## src/rtl/abro_pkg.sv

```systemverilog
// abro_pkg: shared defaults and ABRO state encoding for the conditioner and the ABRO FSM
package abro_pkg;
    localparam int SYNC_STAGES_DEF     = 2;
    localparam int DEBOUNCE_CYCLES_DEF = 4;
    typedef enum logic [1:0] {
        ABRO_IDLE   = 2'd0,
        ABRO_SEEN_A = 2'd1,
        ABRO_SEEN_B = 2'd2,
        ABRO_OUT    = 2'd3
    } abro_state_e;
endpackage

```

## src/rtl/abro_input_cond_if.sv

```systemverilog
// abro_input_cond_if: raw button inputs and conditioned level/pulse outputs for both channels
interface abro_input_cond_if;
    logic a_raw;
    logic b_raw;
    logic a_level;
    logic b_level;
    logic a_pulse;
    logic b_pulse;
    modport master (output a_raw, b_raw, input a_level, b_level, a_pulse, b_pulse);
    modport slave (input a_raw, b_raw, output a_level, b_level, a_pulse, b_pulse);
endinterface

```

## src/rtl/abro_debounce_ch.sv

```systemverilog
// abro_debounce_ch: one channel of synchroniser, debounce counter, level and rising-edge pulse
module abro_debounce_ch import abro_pkg::*; #(
    parameter int SYNC_STAGES     = SYNC_STAGES_DEF,
    parameter int DEBOUNCE_CYCLES = DEBOUNCE_CYCLES_DEF
) (
    input  logic clk,
    input  logic reset,
    input  logic i_raw,
    output logic o_level,
    output logic o_pulse
);
    localparam int CNT_W = $clog2(DEBOUNCE_CYCLES + 1);
    localparam logic [CNT_W-1:0] CNT_MAX = CNT_W'(DEBOUNCE_CYCLES - 1);
    logic [SYNC_STAGES-1:0] r_sync;
    logic [CNT_W-1:0]       r_cnt;
    logic                   r_level;
    logic                   r_pulse;
    logic                   w_s;
    assign w_s     = r_sync[SYNC_STAGES-1];
    assign o_level = r_level;
    assign o_pulse = r_pulse;
    // counter saturates at CNT_MAX by accepting the new level, so it never wraps
    always_ff @(posedge clk) begin
        if (reset) begin
            r_sync  <= '0;
            r_cnt   <= '0;
            r_level <= 1'b0;
            r_pulse <= 1'b0;
        end else begin
            r_sync  <= {r_sync[SYNC_STAGES-2:0], i_raw};
            r_pulse <= 1'b0;
            if (w_s == r_level) begin
                r_cnt <= '0;
            end else if (r_cnt == CNT_MAX) begin
                r_level <= w_s;
                r_pulse <= w_s;
                r_cnt   <= '0;
            end else begin
                r_cnt <= r_cnt + 1'b1;
            end
        end
    end
endmodule

```

## src/rtl/abro_input_cond.sv

```systemverilog
// abro_input_cond: two independent debounce channels producing clean A/B events for ABRO
module abro_input_cond import abro_pkg::*; #(
    parameter int SYNC_STAGES     = SYNC_STAGES_DEF,
    parameter int DEBOUNCE_CYCLES = DEBOUNCE_CYCLES_DEF
) (
    input  logic              clk,
    input  logic              reset,
    abro_input_cond_if.slave  bus
);
    abro_debounce_ch #(.SYNC_STAGES(SYNC_STAGES), .DEBOUNCE_CYCLES(DEBOUNCE_CYCLES)) u_ch_a (
        .clk     (clk),
        .reset   (reset),
        .i_raw   (bus.a_raw),
        .o_level (bus.a_level),
        .o_pulse (bus.a_pulse)
    );
    abro_debounce_ch #(.SYNC_STAGES(SYNC_STAGES), .DEBOUNCE_CYCLES(DEBOUNCE_CYCLES)) u_ch_b (
        .clk     (clk),
        .reset   (reset),
        .i_raw   (bus.b_raw),
        .o_level (bus.b_level),
        .o_pulse (bus.b_pulse)
    );
endmodule
```

## src/flat_wrapper.sv

```systemverilog
// flat-port wrapper written by rule: the top's interface ports become plain ports
module abro_input_cond_flat import abro_pkg::*;
#(
    parameter int SYNC_STAGES     = SYNC_STAGES_DEF,
    parameter int DEBOUNCE_CYCLES = DEBOUNCE_CYCLES_DEF
)
  (clk, reset, bus_a_raw, bus_b_raw, bus_a_level, bus_b_level, bus_a_pulse, bus_b_pulse);
  abro_input_cond_if bus_i ();
  input  logic clk;
  input  logic reset;
  input wire logic [$bits(bus_i.a_raw)-1:0] bus_a_raw;
  input wire logic [$bits(bus_i.b_raw)-1:0] bus_b_raw;
  output wire logic [$bits(bus_i.a_level)-1:0] bus_a_level;
  output wire logic [$bits(bus_i.b_level)-1:0] bus_b_level;
  output wire logic [$bits(bus_i.a_pulse)-1:0] bus_a_pulse;
  output wire logic [$bits(bus_i.b_pulse)-1:0] bus_b_pulse;
  assign bus_i.a_raw = bus_a_raw;
  assign bus_i.b_raw = bus_b_raw;
  assign bus_a_level = bus_i.a_level;
  assign bus_b_level = bus_i.b_level;
  assign bus_a_pulse = bus_i.a_pulse;
  assign bus_b_pulse = bus_i.b_pulse;
  abro_input_cond #(.SYNC_STAGES(SYNC_STAGES), .DEBOUNCE_CYCLES(DEBOUNCE_CYCLES)) u_core (.clk(clk), .reset(reset), .bus(bus_i));
endmodule
```

## config.mk

```make
export PLATFORM = sky130hd
export DESIGN_NAME = abro_input_cond_flat
export DESIGN_NICKNAME = d
export VERILOG_FILES = /design/src/rtl/abro_pkg.sv /design/src/rtl/abro_input_cond_if.sv /design/src/rtl/abro_debounce_ch.sv /design/src/rtl/abro_input_cond.sv /design/src/flat_wrapper.sv
export SDC_FILE = /design/constraint.sdc
export NUM_CORES = 1
export LEC_CHECK = 0
export CELL_PAD_IN_SITES_DETAIL_PLACEMENT = 0
export CELL_PAD_IN_SITES_GLOBAL_PLACEMENT = 1
export CORE_AREA = 10 10 47 49
export DETAILED_ROUTE_END_ITERATION = 12
export DIE_AREA = 0 0 57 59
export PLACE_DENSITY = 0.77
export REMOVE_ABC_BUFFERS = 1
export SLEW_MARGIN = 40
export SYNTH_ARGS = -nofsm -noshare
export SYNTH_HDL_FRONTEND = slang
export SYNTH_HIERARCHICAL = 1
export SYNTH_SLANG_ARGS = --single-unit
```

## constraint.sdc

```tcl
create_clock -name clk -period 3.9 [get_ports clk]
set_clock_uncertainty 0.2 [all_clocks]
set_input_delay 0.585 -clock clk [delete_from_list [all_inputs] [get_ports clk]]
set_output_delay 0.585 -clock clk [all_outputs]
set_load 0.1 [all_outputs]
```

After elaboration in Yosys (flattened, before gate mapping)
Cells that the tools add are included.
{"block": "totals", "output_inout_bits": 4, "ff_bits": 14, "inputBits": 4, "wordCells": 24}
{"block": "classes", "addsub": 2, "n_eq_ne": 4, "bitwise": 4, "reduce_logical": 6}
{"operator": "OR reduction 3 bit", "count": 4}
{"operator": "adder 3 x 1 -> 3 bit (second input constant)", "count": 2}
{"operator": "== test 3 x 2 -> 1 bit (second input constant)", "count": 2}
{"operator": "NOT 1 bit", "count": 4}
{"operator": "AND reduction 2 bit", "count": 2}
{"operator": "== test 1 bit", "count": 2}

Logic depth before layout (Yosys ltp)
{"block": "depth", "depth_word": 3, "depth_mapped": 4, "depth_no_buf": 4}

Cells and area by module
Netlist, hierarchy kept.
{"module": "abro_debounce_ch", "seq_area_each_um2": 140.1, "n_inst": 2, "area_each_um2": 244.0, "cells_each": 19}

Worst setup path after synthesis
OpenSTA, ideal clock, no wires.
{"block": "synth_timing", "path_kind": "register to output", "start": "register u_core.u_ch_a.r_level (netlist: u_core/u_ch_a/o_level)", "end": "output port bus_a_level", "n_path_buf": 0, "required_time_ns": 3.115, "setup_slack_ns": 2.151, "t_arrival_ns": 0.964, "stages_incl_launch_ff": 1, "cell_sequence": "dfxtp_1"}
{"item": "start, declared", "line_no": "abro_debounce_ch.sv:16", "text": "logic r_level;"}
{"item": "start signal, assigned", "line_no": "abro_debounce_ch.sv:35", "text": "r_level <= w_s;"}
{"item": "end, declared", "line_no": "flat_wrapper.sv:13", "text": "output wire logic [$bits(bus_i.a_level)-1:0] bus_a_level;"}
No word-level cell between the ends.

Worst setup path after layout
{"block": "layout_timing", "start": "register u_core.u_ch_b.r_level (netlist: u_core/u_ch_b/o_level)", "end": "output port bus_b_level"}
{"item": "start, declared", "line_no": "abro_debounce_ch.sv:16"}
{"item": "start signal, assigned", "line_no": "abro_debounce_ch.sv:35"}
{"item": "end, declared", "line_no": "flat_wrapper.sv:14", "text": "output wire logic [$bits(bus_i.b_level)-1:0] bus_b_level;"}
No word-level cell between the ends.

==> results.sh <==
export IMPL_final_util=0.424
export IMPL_max_cap_viol_count=0
export IMPL_fmax_ghz=0.531
export IMPL_maxSlewViolCount=0
export IMPL_cts_tree="built"
export IMPL_place_congestion=0.649
export IMPL_final_common_cell="dfxtp_1"
export IMPL_grt_pass1_wl_mm=1.37
export IMPL_synthesis_area_sq_um=488
export IMPL_worst_ep_arrival_time_ps=1100
export IMPL_grtUsageTotal=0.0533
export IMPL_slowest_stage="buf_2"
export IMPL_synth_seq_cells=14
export IMPL_die_area_sq_mm=0.00336
export IMPL_coreArea_sq_mm=0.00140
export IMPL_drc=0
export IMPL_finalSetupViolCount=0
export IMPL_cp_top_family="buffers and inverters"
export IMPL_cp_required_ps=3120
export IMPL_vias=303
export IMPL_hp_class="flop to flop"
export IMPL_die_w_microns=57
export IMPL_cts_buffer_depth=2
export IMPL_area_growth_pct=21.8
export IMPL_post_drt_wl_per_cell_microns=11.1
export IMPL_cts_max_level=1
export IMPL_drive_above_1_share=0.245
export IMPL_grt_ovfl_total=0
export IMPL_avgSynthCellArea_sq_um=12.8
export IMPL_grt_pass1_vias=333
export IMPL_vdd_drop_max_mv=0.198
export IMPL_worst_pin_slew_ps=495
export IMPL_final_cell_area_sq_um=594
export IMPL_final_fill_count=142
export IMPL_clock_root_buffer="clkbuf_4"
export IMPL_critPathKind="flop to output port"
export IMPL_grt_max_degree=15
export IMPL_cts_hold_repair_buffers=0
export IMPL_seq_area_sq_um=280
export IMPL_io_buffers=7
export IMPL_tns_ps=0
export IMPL_cts_made_buffers=3
export IMPL_critPathMaxFanout=4
export IMPL_routed_wl_microns=719
export IMPL_firstDrtPassIters=2
export IMPL_drt_iter0_markers=1
export IMPL_netlist_cell_type_count=10
export IMPL_final_cell_mix="dfxtp_1, buf_2, nor4_1, nor2b_1, ha_1"
export IMPL_slew_headroom=0.669
export IMPL_min_period_ps=1880
export IMPL_initial_utilization=0.348
export IMPL_post_route_period_util=0.483
export IMPL_rsz0062_at_grt="no"
export IMPL_p_leak_nw=0.233
export IMPL_synth_cells=38
export IMPL_cts_resized=0
export IMPL_placed_area_sq_um=558
export IMPL_synth_seq_area_share=0.574
export IMPL_fin_ws_ps=2020
export IMPL_path_clk_slew_ps=80
export IMPL_via_per_inst=4.66
export IMPL_post_cts_buffers=0
export IMPL_p_per_area_mw_per_mm2=434
export IMPL_drtAntennaViolNets=0
export IMPL_pre_cts_ws_ps=1900
export IMPL_numClockSinks=14
export IMPL_crit_path_max_incr_delay_ps=450
export IMPL_antenna_found_initial=0
export IMPL_crit_chain="buf_2"
export IMPL_multi_input_area_sq_um=200
export IMPL_diodes=0
export IMPL_die_y_microns=59
export IMPL_status="complete, no violations"
export IMPL_yosys_warnings=6
export IMPL_insertion_delay_ps=270
export IMPL_hold_viol=0
export IMPL_rows=14
export IMPL_fin_nets=58
export IMPL_finalPower_mw=0.258
export IMPL_cp_start_kind="flop"
export IMPL_io_pins=8
export IMPL_path_buf_inv=1
export IMPL_crit_path_end_kind="output port"
export IMPL_r2r_setup_slack_ps=2560
[registers in the layout (all words and copies together), names as in the netlist]
name and cells:
u_core/u_ch_b/r_cnt 3, u_core/u_ch_b/o_pulse 1, u_core/u_ch_a/o_pulse 1, u_core/u_ch_a/o_level 1
u_core/u_ch_a/r_cnt 3, u_core/u_ch_a/r_sync 2, u_core/u_ch_b/o_level 1, u_core/u_ch_b/r_sync 2
[report_power, final]
group | leakage, nW | switching [mW] | internal, mW
registers | 0.114 | 0.00114 | 0.145
logic | 0.0980 | 0.00368 | 0.00493
clock network | 0.0210 | 0.0461 | 0.0567
total | 0.233 | 0.0509 | 0.207
[per-stage QoR]
stage	instances	hold slack, ps
2_1_floorplan	38	205
3_3_place_gp	61	216
4_1_cts	65	240
6_report	65	238
5_1_grt	65	257
3_5_place_dp	61	228
[kinds of logic (layout without fill, tap and decap cells)]
| logic type | count (synthesis) | in the layout | synth area share |
|---|---|---|---|
| buffers and inverters | 2 | 13 | 0.0154 |
| XOR/XNOR | 2 | 2 | 0.0359 |
| flip-flops | 14 | 14 | 0.574 |
| adder cells (fa/ha/maj) | 4 | 4 | 0.103 |
| multiplexers | 2 | 2 | 0.0410 |
| AND/OR/NAND/NOR | 14 | 14 | 0.231 |
[per-layer routing]
| layer | up-vias | part of all wire | GRT usage | wire length (microns) |
|---|---|---|---|---|
| li1 | 157 | - | - | - |
| met5 | - | 0 | 0 | 0 |
| met2 | 4 | 0.47 | 0.0760 | 341 |
| met1 | 140 | 0.46 | 0.0515 | 328 |
| met4 | 0 | 0.022 | 0.0604 | 16 |
| met3 | 2 | 0.046 | 0.0279 | 33 |
[Yosys cell counts]
cell type / number / area share
inv_1: 2 / 0.015
mux2i_1: 2 / 0.041
nor4_1: 4 / 0.051
ha_1: 4 / 0.10
nor2b_1: 4 / 0.051
dfxtp_1: 14 / 0.57
and4bb_2: 2 / 0.051
xnor2_1: 2 / 0.036
nor2_1: 2 / 0.015
nor4b_2: 2 / 0.062
[area by class of cell]
class,count,share of cell area
clock buffer,4,0.0611
inverter,2,0.0126
multi-input combinational,22,0.337
sequential,14,0.472
tap,16,0.0337
timing repair buffer,7,0.0842
[worst paths after layout]
kind | from | endpoint | cells after the start
worst max-delay path | u_core/u_ch_b/o_level$_SDFFE_PP0P_ | bus_b_level | 1
worst min-delay path | u_core/u_ch_a/r_cnt[0]$_SDFF_PP0_ | u_core/u_ch_a/r_cnt[0]$_SDFF_PP0_ | 1
worst max register to register | u_core/u_ch_a/r_cnt[0]$_SDFF_PP0_ | u_core/u_ch_a/o_level$_SDFFE_PP0P_ | 4
worst min register to register | u_core/u_ch_a/r_cnt[0]$_SDFF_PP0_ | u_core/u_ch_a/r_cnt[0]$_SDFF_PP0_ | 1
Power figures use the tool's default switching activity.
